--- config.mk ---
export PLATFORM = sky130hd
export DESIGN_NAME = axi_read_stream_tap
export DESIGN_NICKNAME = d
export VERILOG_FILES = /design/src/rtl/axi_tap_pkg.sv /design/src/rtl/tap_record_fifo.sv /design/src/rtl/axi_read_stream_tap.sv
export SDC_FILE = /design/constraint.sdc
export NUM_CORES = 2
export LEC_CHECK = 0
export CORE_AREA = 2 2 514 516
export CTS_CLUSTER_SIZE = 40
export DETAILED_ROUTE_END_ITERATION = 10
export DIE_AREA = 0 0 516 518
export DONT_BUFFER_PORTS = 1
export PLACE_DENSITY = 0.7
export REMOVE_ABC_BUFFERS = 1
export SLEW_MARGIN = 10
export SYNTH_ARGS = -nofsm -noshare
export SYNTH_HDL_FRONTEND = slang
export SYNTH_SLANG_ARGS = --single-unit
--- constraint.sdc ---
create_clock -name clk -period 49 [get_ports clk]
set_input_delay 4.9 -clock clk [delete_from_list [all_inputs] [get_ports clk]]
set_output_delay 4.9 -clock clk [all_outputs]
set_load 0.005 [all_outputs]
--- src/rtl/axi_tap_pkg.sv ---
// Shared record definitions for the AXI read-channel tap: type codes and the
// per-record tag that travels through the FIFO beside id/data/user.
package axi_tap_pkg;

  localparam logic [2:0] REC_AR = 3'b001;
  localparam logic [2:0] REC_R  = 3'b010;

  typedef struct packed {
    logic [2:0] rtype;
    logic       last;
  } tap_rec_tag_t;

endpackage

--- src/rtl/tap_record_fifo.sv ---
// Single-push/single-pop record FIFO. Full is taken from the registered count,
// so a push at full is refused even when a pop happens in the same cycle.
module tap_record_fifo #(
  parameter int WIDTH = 8,
  parameter int DEPTH = 16
) (
  input  logic                       clk,
  input  logic                       reset,
  input  logic                       push_i,
  input  logic [WIDTH-1:0]           push_data_i,
  input  logic                       pop_i,
  output logic [WIDTH-1:0]           pop_data_o,
  output logic                       full_o,
  output logic                       empty_o,
  output logic [$clog2(DEPTH+1)-1:0] level_o
);

  localparam int AW = $clog2(DEPTH);
  localparam int LW = $clog2(DEPTH+1);

  generate
    if (DEPTH < 2 || (DEPTH & (DEPTH - 1)) != 0) begin : g_bad_depth
      $error("tap_record_fifo: DEPTH must be a power of 2 and >= 2");
    end
  endgenerate

  logic [WIDTH-1:0] mem_q [DEPTH];
  logic [AW-1:0]    wr_q, rd_q;
  logic [LW-1:0]    cnt_q, cnt_d;
  logic             do_push, do_pop;

  assign full_o     = (cnt_q == LW'(DEPTH));
  assign empty_o    = (cnt_q == '0);
  assign do_push    = push_i & ~full_o;
  assign do_pop     = pop_i & ~empty_o;
  assign pop_data_o = mem_q[rd_q];
  assign level_o    = cnt_q;

  always_comb begin
    cnt_d = cnt_q;
    case ({do_push, do_pop})
      2'b10:   cnt_d = cnt_q + LW'(1);
      2'b01:   cnt_d = cnt_q - LW'(1);
      default: cnt_d = cnt_q;
    endcase
  end

  // Pointers are exactly log2(DEPTH) wide, so they wrap modulo DEPTH naturally.
  always_ff @(posedge clk or posedge reset) begin
    if (reset) begin
      wr_q  <= '0;
      rd_q  <= '0;
      cnt_q <= '0;
    end else begin
      if (do_push) wr_q <= wr_q + AW'(1);
      if (do_pop)  rd_q <= rd_q + AW'(1);
      cnt_q <= cnt_d;
    end
  end

  always_ff @(posedge clk) begin
    if (do_push) mem_q[wr_q] <= push_data_i;
  end

endmodule

--- src/rtl/axi_read_stream_tap.sv ---
// Transparent AXI4 read-channel tap: AR/R payloads pass straight through while
// every handshake is logged as a record on an AXI-Stream port.
module axi_read_stream_tap
  import axi_tap_pkg::*;
#(
  parameter int          DATA_WIDTH      = 128,
  parameter int          ADDR_WIDTH      = 64,
  parameter int          ID_WIDTH        = 32,
  parameter int          LEN_WIDTH       = 8,
  parameter int          USER_WIDTH      = 64,
  parameter int          DEST_WIDTH      = 32,
  parameter int          TYPE_WIDTH      = 3,
  parameter int unsigned STREAM_DEST     = 0,
  parameter int          FIFO_DEPTH      = 16,
  parameter int          MAX_OUTSTANDING = 4,
  parameter int          DROP_MODE       = 0
) (
  input  logic                                 clk,
  input  logic                                 reset,
  input  logic                                 enable,
  input  logic [ID_WIDTH-1:0]                  fs_arid,
  input  logic [ADDR_WIDTH-1:0]                fs_araddr,
  input  logic [LEN_WIDTH-1:0]                 fs_arlen,
  input  logic [2:0]                           fs_arsize,
  input  logic [1:0]                           fs_arburst,
  input  logic                                 fs_arlock,
  input  logic [3:0]                           fs_arcache,
  input  logic [2:0]                           fs_arprot,
  input  logic [3:0]                           fs_arregion,
  input  logic [3:0]                           fs_arqos,
  input  logic [USER_WIDTH-1:0]                fs_aruser,
  input  logic                                 fs_arvalid,
  output logic                                 fs_arready,
  output logic [ID_WIDTH-1:0]                  fs_rid,
  output logic [DATA_WIDTH-1:0]                fs_rdata,
  output logic [1:0]                           fs_rresp,
  output logic                                 fs_rlast,
  output logic [USER_WIDTH-1:0]                fs_ruser,
  output logic                                 fs_rvalid,
  input  logic                                 fs_rready,
  output logic [ID_WIDTH-1:0]                  rs_arid,
  output logic [ADDR_WIDTH-1:0]                rs_araddr,
  output logic [LEN_WIDTH-1:0]                 rs_arlen,
  output logic [2:0]                           rs_arsize,
  output logic [1:0]                           rs_arburst,
  output logic                                 rs_arlock,
  output logic [3:0]                           rs_arcache,
  output logic [2:0]                           rs_arprot,
  output logic [3:0]                           rs_arregion,
  output logic [3:0]                           rs_arqos,
  output logic [USER_WIDTH-1:0]                rs_aruser,
  output logic                                 rs_arvalid,
  input  logic                                 rs_arready,
  input  logic [ID_WIDTH-1:0]                  rs_rid,
  input  logic [DATA_WIDTH-1:0]                rs_rdata,
  input  logic [1:0]                           rs_rresp,
  input  logic                                 rs_rlast,
  input  logic [USER_WIDTH-1:0]                rs_ruser,
  input  logic                                 rs_rvalid,
  output logic                                 rs_rready,
  output logic [ID_WIDTH-1:0]                  stream_tid,
  output logic [DEST_WIDTH-1:0]                stream_tdest,
  output logic [DATA_WIDTH-1:0]                stream_tdata,
  output logic [DATA_WIDTH/8-1:0]              stream_tstrb,
  output logic [DATA_WIDTH/8-1:0]              stream_tkeep,
  output logic                                 stream_tlast,
  output logic [USER_WIDTH+TYPE_WIDTH-1:0]     stream_tuser,
  output logic                                 stream_tvalid,
  input  logic                                 stream_tready,
  output logic [$clog2(MAX_OUTSTANDING+1)-1:0] outstanding,
  output logic [$clog2(FIFO_DEPTH+1)-1:0]      fifo_level,
  output logic [15:0]                          drop_count
);

  localparam int   OUT_W = $clog2(MAX_OUTSTANDING+1);
  localparam int   ARF_W = ADDR_WIDTH + LEN_WIDTH + 5;
  localparam int   TAG_W = $bits(tap_rec_tag_t);
  localparam int   REC_W = ID_WIDTH + DATA_WIDTH + USER_WIDTH + TAG_W;
  localparam logic DROP  = (DROP_MODE != 0);

  generate
    if (ARF_W > DATA_WIDTH || USER_WIDTH < 2) begin : g_bad_widths
      $error("axi_read_stream_tap: AR summary does not fit DATA_WIDTH or USER_WIDTH < 2");
    end
  endgenerate

  logic                  fifo_full, fifo_empty, room;
  logic                  r_hs, ar_hs, ar_gate, push, drop;
  logic [OUT_W-1:0]      out_q, out_d;
  logic [15:0]           drop_q, drop_d;
  logic [ID_WIDTH-1:0]   rec_id, hd_id;
  logic [DATA_WIDTH-1:0] rec_data, hd_data;
  logic [USER_WIDTH-1:0] rec_user, hd_user;
  tap_rec_tag_t          rec_tag, hd_tag;
  logic [REC_W-1:0]      head;

  assign rs_arid     = fs_arid;
  assign rs_araddr   = fs_araddr;
  assign rs_arlen    = fs_arlen;
  assign rs_arsize   = fs_arsize;
  assign rs_arburst  = fs_arburst;
  assign rs_arlock   = fs_arlock;
  assign rs_arcache  = fs_arcache;
  assign rs_arprot   = fs_arprot;
  assign rs_arregion = fs_arregion;
  assign rs_arqos    = fs_arqos;
  assign rs_aruser   = fs_aruser;
  assign fs_rid      = rs_rid;
  assign fs_rdata    = rs_rdata;
  assign fs_rresp    = rs_rresp;
  assign fs_rlast    = rs_rlast;
  assign fs_ruser    = rs_ruser;

  // An R beat always wins the single push slot; AR waits one cycle.
  assign room       = DROP | ~enable | ~fifo_full;
  assign r_hs       = rs_rvalid & fs_rready & room;
  assign ar_gate    = (out_q < OUT_W'(MAX_OUTSTANDING)) & ~r_hs & room;
  assign ar_hs      = fs_arvalid & rs_arready & ar_gate;
  assign rs_arvalid = fs_arvalid & ar_gate;
  assign fs_arready = rs_arready & ar_gate;
  assign rs_rready  = fs_rready & room;
  assign fs_rvalid  = rs_rvalid & room;

  assign push = enable & (ar_hs | r_hs);
  assign drop = DROP & push & fifo_full;

  always_comb begin
    rec_tag.rtype         = REC_AR;
    rec_tag.last          = 1'b1;
    rec_id                = fs_arid;
    rec_data              = '0;
    rec_data[ARF_W-1:0]   = {fs_arburst, fs_arsize, fs_arlen, fs_araddr};
    rec_user              = fs_aruser;
    if (r_hs) begin
      rec_tag.rtype = REC_R;
      rec_tag.last  = rs_rlast;
      rec_id        = rs_rid;
      rec_data      = rs_rdata;
      rec_user      = {rs_ruser[USER_WIDTH-1:2], rs_rresp};
    end
  end

  always_comb begin
    out_d = out_q;
    if (ar_hs && !(r_hs && rs_rlast))
      out_d = out_q + OUT_W'(1);
    else if (!ar_hs && r_hs && rs_rlast && out_q != '0)
      out_d = out_q - OUT_W'(1);
  end

  always_comb begin
    drop_d = drop_q;
    if (drop && drop_q != 16'hFFFF) drop_d = drop_q + 16'd1;
  end

  always_ff @(posedge clk or posedge reset) begin
    if (reset) begin
      out_q  <= '0;
      drop_q <= '0;
    end else begin
      out_q  <= out_d;
      drop_q <= drop_d;
    end
  end

  tap_record_fifo #(
    .WIDTH (REC_W),
    .DEPTH (FIFO_DEPTH)
  ) u_fifo (
    .clk         (clk),
    .reset       (reset),
    .push_i      (push),
    .push_data_i ({rec_id, rec_data, rec_user, rec_tag}),
    .pop_i       (stream_tready),
    .pop_data_o  (head),
    .full_o      (fifo_full),
    .empty_o     (fifo_empty),
    .level_o     (fifo_level)
  );

  assign {hd_id, hd_data, hd_user, hd_tag} = head;

  assign stream_tvalid = ~fifo_empty;
  assign stream_tid    = hd_id;
  assign stream_tdest  = DEST_WIDTH'(STREAM_DEST);
  assign stream_tdata  = hd_data;
  assign stream_tstrb  = '1;
  assign stream_tkeep  = '1;
  assign stream_tlast  = hd_tag.last;
  assign stream_tuser  = {TYPE_WIDTH'(hd_tag.rtype), hd_user};
  assign outstanding   = out_q;
  assign drop_count    = drop_q;

endmodule
# --- Word-level counts from Yosys, hierarchy flattened ---
# Memories as Yosys holds them, arrays and structs flattened.
# Index checks and enable logic that the tools add are counted.
# Widths: inputs -> output; s select.
op_classes:
  muxes: 9
  n_bitwise: 19
  n_reduce_logical: 11
  n_lt_le_gt_ge: 1
  eq_ne: 3
  addsub: 6
op_table:
  columns: ["operator", "n"]
  rows:
  - ["$mux 128", 1]
  - ["$mux 64", 1]
  - ["$mux 32", 1]
  - ["$and 1x1->1", 13]
  - ["$pmux 5 s2", 1]
  - ["$mux 3", 3]
  - ["$add 4x1->4 const B", 2]
  - ["$add 5x1->5 const B", 1]
  - ["$eq 5x5->1 const B", 1]
  - ["$logic_and 1x1->1", 5]
  - ["$logic_not 5->1", 1]
  - ["$sub 5x1->5 const B", 1]
  - ["$not 1->1", 4]
  - ["$reduce_bool 2->1", 2]
  - ["$add 3x1->3 const B", 1]
  - ["$lt 3x3->1 const B", 1]
  - ["$reduce_bool 3->1", 1]
  - ["$sub 3x1->3 const B", 1]
  - ["$eq 2x1->1 const B", 1]
  - ["$eq 2x2->1 const B", 1]
  - ["$logic_not 1->1", 2]
  - ["$mux 1", 2]
  - ["$or 1x1->1", 2]
word_totals:
  in_bits: 424
  ram_bits: 3632
  out_inout_bits: 737
  n_memories: 1
  ff_bits: 16
memory_table:
  columns: ["memory", "words", "word_bits", "rd", "rd_ports_with_merged_regs", "wr", "line_no", "source"]
  rows:
  - ["u_fifo.mem_q", 16, 227, 1, 0, 1, "tap_record_fifo.sv:27", "logic [WIDTH-1:0] mem_q [DEPTH];"]

# --- Logic depth before layout (Yosys ltp) ---
depth:
  ltp_word: 14
  ltp_mapped: 10

# --- Modules after synthesis ---
# A second synthesis with hierarchy kept.
unflattened:
  cells_unflattened: 7776
  area_unflattened_um2: 146289.1
modules_own_cells:
  columns: ["module", "area_each_um2", "cells_each", "instances"]
  rows:
  - ["tap_record_fifo", 139789.1, 6628, 1]
  - ["axi_read_stream_tap", 6500.0, 1148, 1]

# --- Worst setup path before layout ---
# Ideal clock, no wire load.
synth_timing:
  path_kind: "input to register"
  from: "in rs_arready"
  to: "mem u_fifo.mem_q[3][0] (netlist name), enable pin"
  n_path_buf: 0
  path_slack_ps: 26873
  stages: 4
  arrival_ps: 21036
  required_time_ps: 47909
  path_cell_list: "nand3b_1 -> a221oi_2 -> nand2_1 -> nor3_1"
synth_between:
  elab_chain_len: 7
synth_rtl:
  columns: ["item", "line_no", "source"]
  rows:
  - ["start: declaration", "axi_read_stream_tap.sv:53", "input logic rs_arready,"]
  - ["$and 1x1->1 (2 in series)", "axi_read_stream_tap.sv:118", "assign ar_hs = fs_arvalid & rs_arready & ar_gate;"]
  - ["$or 1x1->1", "axi_read_stream_tap.sv:124", "assign push = enable & (ar_hs | r_hs);"]
  - ["$and 1x1->1", "axi_read_stream_tap.sv:124", null]
  - ["$and 1x1->1", "tap_record_fifo.sv:34", "assign do_push = push_i & ~full_o;"]
  - ["$mux 1", "tap_record_fifo.sv:62", "if (do_push) mem_q[wr_q] <= push_data_i;"]
  - ["$mux 1 (implied by the code)", "tap_record_fifo.sv:62", null]
  - ["end: declaration", "tap_record_fifo.sv:27", null]
# Every way passes these cells.

# --- Worst setup path in the final report ---
layout_timing:
  from: "reg u_fifo.rd_q[0]"
  to: "out stream_tdata[73]"
layout_between:
  elab_chain_len: 1
layout_rtl:
  columns: ["item", "line_no", "source"]
  rows:
  - ["start: declaration", "tap_record_fifo.sv:28", "logic [AW-1:0] wr_q, rd_q;"]
  - ["start signal: assignment", "tap_record_fifo.sv:56", "if (do_pop) rd_q <= rd_q + AW'(1);"]
  - ["$mem_v2 16x227", null, null]
  - ["end: declaration", "axi_read_stream_tap.sv:63", "output logic [DATA_WIDTH-1:0] stream_tdata,"]
# Every way passes these cells.

==> metrics.md <==
| Metric | Value |
|---|---|
| Run status | finished, final reports clean |
| Number of enable flip-flop cells after synthesis | 3,632 |
| Area of the multi-input gates | 28,700 sq um |
| Share of layout cells above drive strength 1 | 0.269 |
| Fraction of the mapped netlist area in compound gates | 0.0249 |
| Synth cell types | 44 |
| Primary FF master, synth | sky130_fd_sc_hd__edfxtp_1 |
| Die X-Extent | 516 microns |
| Highest fanout seen on the critical path | 97 |
| Count of filler cells inserted in the layout | 17.9k |
| Routed length per instance | 32.6 microns |
| Clock input transition at the sequential cells of the worst setup and hold paths | 0.06 ns |
| Crit path time final | 12.08 ns |
| Critical path launch point type | register |
| Number of nets still failing antenna checks after routing | 0 |
| Drt first pass iters | 5 |
| Number of placement rows | 188 |
| Worst reg2reg path depth | 9 |
| Post-route DRC violation count | 0 |
| Clock tree from TritonCTS | done |
| Leakage power figure | 49.0 nW |
| Worst path setup slack after routing | 36.92 ns |
| Vertical die dimension | 518 microns |
| Class of the tightest hold or removal check | register to register |
| GRT Resource Usage Total | 0.242 |
| Proportion of synthesized flip-flops having asynchronous set or reset | 0.00439 |
| Number of buffers added by the clock tree synthesis step | 367 |
| Number of antenna violations at the first check in global routing | 39 |
| Post-synthesis sequential element count | 3,648 |
| Area used by sequential logic in the layout | 109,000 sq um |
| Max-slew violation count | 0 |
| Post-placement cell area | 144,000 sq um |
| Count of pins on the block boundary | 1,161 |
| 1st-iter DRT viols | 7,725 |
| Routed wire length | 328,000 microns |
| Hold Buf Count CTS | 0 |
| Average instance area after synthesis | 22.0 sq um |
| Deepest clock path buffer count | 4 |
| Slew of the pin with the lowest slew margin | 1.12 ns |
| Core region area | 262,000 sq um |
| Port bufs | 0 |
| Post-synthesis simple-gate area fraction | 0.0115 |
| Type of the setup path with the least slack | register to output port |
| Cell family with the largest share of critical-path delay | buffers and inverters |
| Max-capacitance violation count | 0 |
| Finished Cell Area | 156,000 sq um |
| Proportion of synthesized chip area in sequential cells | 0.765 |
| Netlist Area Pre-Place | 143,000 sq um |
| Critical path's slowest cell | sky130_fd_sc_hd__dfrtp_4 |
| Power Density | 55.5 nW/um^2 |
| Nets@finish | 6,674 |
| Detailed placer's ending HPWL | 166,000 microns |
| Final clock period utilization by the worst path | 0.247 |
| Average via count per standard cell | 6.45 |
| Xor/xnor cell area share of the yosys netlist | 0.000673 |
| Count of buffers added by post-CTS timing repair for setup | 0 |
| Latest clock arrival within the worst-skew pair | 0.91 ns |
| Data required time at the worst endpoint | 44.10 ns |
| Critical Path, Cell by Cell | buf_12 -> buf_4 -> buf_4 -> buf_4 -> buf_4 -> mux4_2 -> a22oi_1 -> nand2_1 |
| Unrepaired setup endpoints after global routing | no |
| Ys Warns | 0 |
| Post-synthesis to final-layout area growth | 8.99% |
| Stage delay of the slowest cell on the critical path | 0.97 ns |
| Power after layout | 8.66 mW |
| Total of endpoints with negative setup slack in the final report | 0 |
| Area of the die | 267,000 sq um |
| Total negative setup slack | 0 ns |
| Initial core utilization | 0.547 |
| Capturing element type of the critical path | output port |
| Vias | 65.0k |
| Root Driver | sky130_fd_sc_hd__clkbuf_16 |
| Largest net degree at the start of global routing | 149 |
| Total number of cells along the worst setup path | 8 |
| First-pass GRT wire length | 470,000 microns |
| Gate Count Post-Synth | 6,501 |
| Place WS | 37.53 ns |
| Number of clock sinks | 3,648 |
| CP most frequent cell | sky130_fd_sc_hd__buf_4 |
| Worst slew margin relative to its limit | 0.254 |
| Number of cells traversed by the worst hold path | 1 |
| Hold violation count in the final report | 0 |
| Fmax achieved | 82.8 MHz |
| Arrival time at the worst endpoint | 7.18 ns |
| H-Tree Level Count | 5 |
| CP bufs+invs | 5 |
| Number of global-route vias before repair | 66.6k |
| Combinational family with the most area after synthesis | multiplexers |
| Congestion Overflow GR | 0 |
| Routability congestion estimate | 0.744 |
| Portion of netlist area occupied by mux cells | 0.159 |
| Post-cts sizing count | 0 |
| Adder-Cell Fraction of Synth Area | 0.00107 |
| Worst ir drop on vdd | 51.2 uV |
| Worst Clk Skew | 0.0724 ns |
-- through the flow --
| step | hold slack [ns] | std cells | util |
|---|---|---|---|
| after global placement | 0.581 | 9385 | 0.550 |
| after floorplan | 0.538 | 5746 | - |
| after global routing | 0.628 | 10100 | 0.596 |
| final | 0.604 | 10100 | 0.596 |
| after CTS | 0.602 | 10000 | 0.596 |
| after detailed placement | 0.590 | 9385 | 0.550 |
-- synthesized netlist by cell type (3+ instances only) --
master	n	area share
sky130_fd_sc_hd__edfxtp_1	3632	0.76
sky130_fd_sc_hd__mux4_2	874	0.14
sky130_fd_sc_hd__buf_4	528	0.028
sky130_fd_sc_hd__a22oi_1	348	0.018
sky130_fd_sc_hd__nand2_1	207	0.0054
sky130_fd_sc_hd__buf_2	146	0.0051
sky130_fd_sc_hd__mux2_2	120	0.0094
sky130_fd_sc_hd__clkbuf_1	111	0.0029
sky130_fd_sc_hd__mux2_4	87	0.0091
sky130_fd_sc_hd__o22ai_1	74	0.0032
sky130_fd_sc_hd__and2_1	57	0.0025
sky130_fd_sc_hd__nor2_1	56	0.0015
sky130_fd_sc_hd__buf_1	37	0.00097
sky130_fd_sc_hd__mux2i_1	37	0.0026
sky130_fd_sc_hd__inv_1	25	0.00066
sky130_fd_sc_hd__a21oi_1	18	0.00063
sky130_fd_sc_hd__a221o_1	16	0.0011
sky130_fd_sc_hd__dfrtp_1	16	0.0028
sky130_fd_sc_hd__o221ai_1	16	0.00098
sky130_fd_sc_hd__buf_6	12	0.00094
sky130_fd_sc_hd__nand4_1	10	0.00044
sky130_fd_sc_hd__ha_1	9	0.00079
sky130_fd_sc_hd__nand2b_1	9	0.00039
sky130_fd_sc_hd__nor2b_1	8	0.00035
sky130_fd_sc_hd__xnor2_1	8	0.00049
sky130_fd_sc_hd__nor3_1	6	0.00021
sky130_fd_sc_hd__o21ai_0	5	0.00017
sky130_fd_sc_hd__or2_2	4	0.00017
sky130_fd_sc_hd__nor3b_1	3	0.00016
sky130_fd_sc_hd__xor2_1	3	0.00018
-- registers in the layout, indices dropped and copies added (netlist names) --
signal / flops
outstanding: 3
u_fifo.level_o: 5
u_fifo.mem_q: 3632
u_fifo.rd_q: 4
u_fifo.wr_q: 4
-- final timing paths --
check                                from                    end  slack (ns)
setup / recovery           u_fifo.rd_q[0]       stream_tdata[73]       36.92
hold / removal             outstanding[2]         outstanding[2]        0.60
setup reg to reg           outstanding[2]  u_fifo.mem_q[10][167]       43.89
hold reg to reg            outstanding[2]         outstanding[2]        0.60
max in group asynchronous           reset         u_fifo.rd_q[1]       44.32
min in group asynchronous           reset      u_fifo.level_o[0]        4.04
-- cell families (layout without fill, tap and decap cells) --
group,count (synthesis),in the layout
simple gates,366,366
other cells,2,109
fa+ha+maj,11,11
buf+inv,860,809
compound gates,485,485
mux,1118,1118
flops,3648,3648
xor+xnor,11,11
-- area by class of cell --
cell class                      instances  area share
Clock inverter                        218      0.0163
Timing Repair Buffer                  124     0.00749
Clock buffer                          441      0.0613
Inverter                               26    0.000674
Tap cell                             3515      0.0282
Antenna cell                           28    0.000449
Multi-Input combinational cell       2072       0.184
Sequential cell                      3648       0.702
-- cells in the final DEF, fill, tap and decap left out, drive strengths merged, types with 4 or more instances in the layout --
master / synthesis / final
edfxtp: 3632 / 3632
nor3: 6 / 6
conb: 2 / 81
dfrtp: 16 / 16
o221ai: 16 / 16
buf: 723 / 124
mux2i: 37 / 37
ha: 9 / 9
bufinv: 0 / 45
o22ai: 74 / 74
clkinv: 0 / 147
nand4: 10 / 10
inv: 26 / 35
nor2b: 8 / 8
a22oi: 348 / 348
mux4: 874 / 874
clkinvlp: 0 / 17
mux2: 207 / 207
and2: 57 / 57
a221o: 16 / 16
diode: 0 / 28
or2: 4 / 4
a21oi: 18 / 18
nand2: 208 / 208
nor2: 56 / 56
clkbuf: 111 / 441
nand2b: 9 / 9
xnor2: 8 / 8
o21ai: 5 / 5
-- routing by layer --
metal,wire length [microns],part of all wire,global-route usage,up-vias
met5,63,0.00019,0,-
met4,7890,0.024,0.0591,10
met3,28700,0.088,0.0523,509
met2,163000,0.50,0.400,3324
met1,128000,0.39,0.333,35100
li1,-,-,-,26100
-- report_power, final --
group	internal, mW	switching (mW)	total, mW
combinational	0.894	1.31	2.21
clock	1.64	1.17	2.80
sequential	3.59	0.0632	3.65
Note: power is estimated with default switching activity, not from simulation.
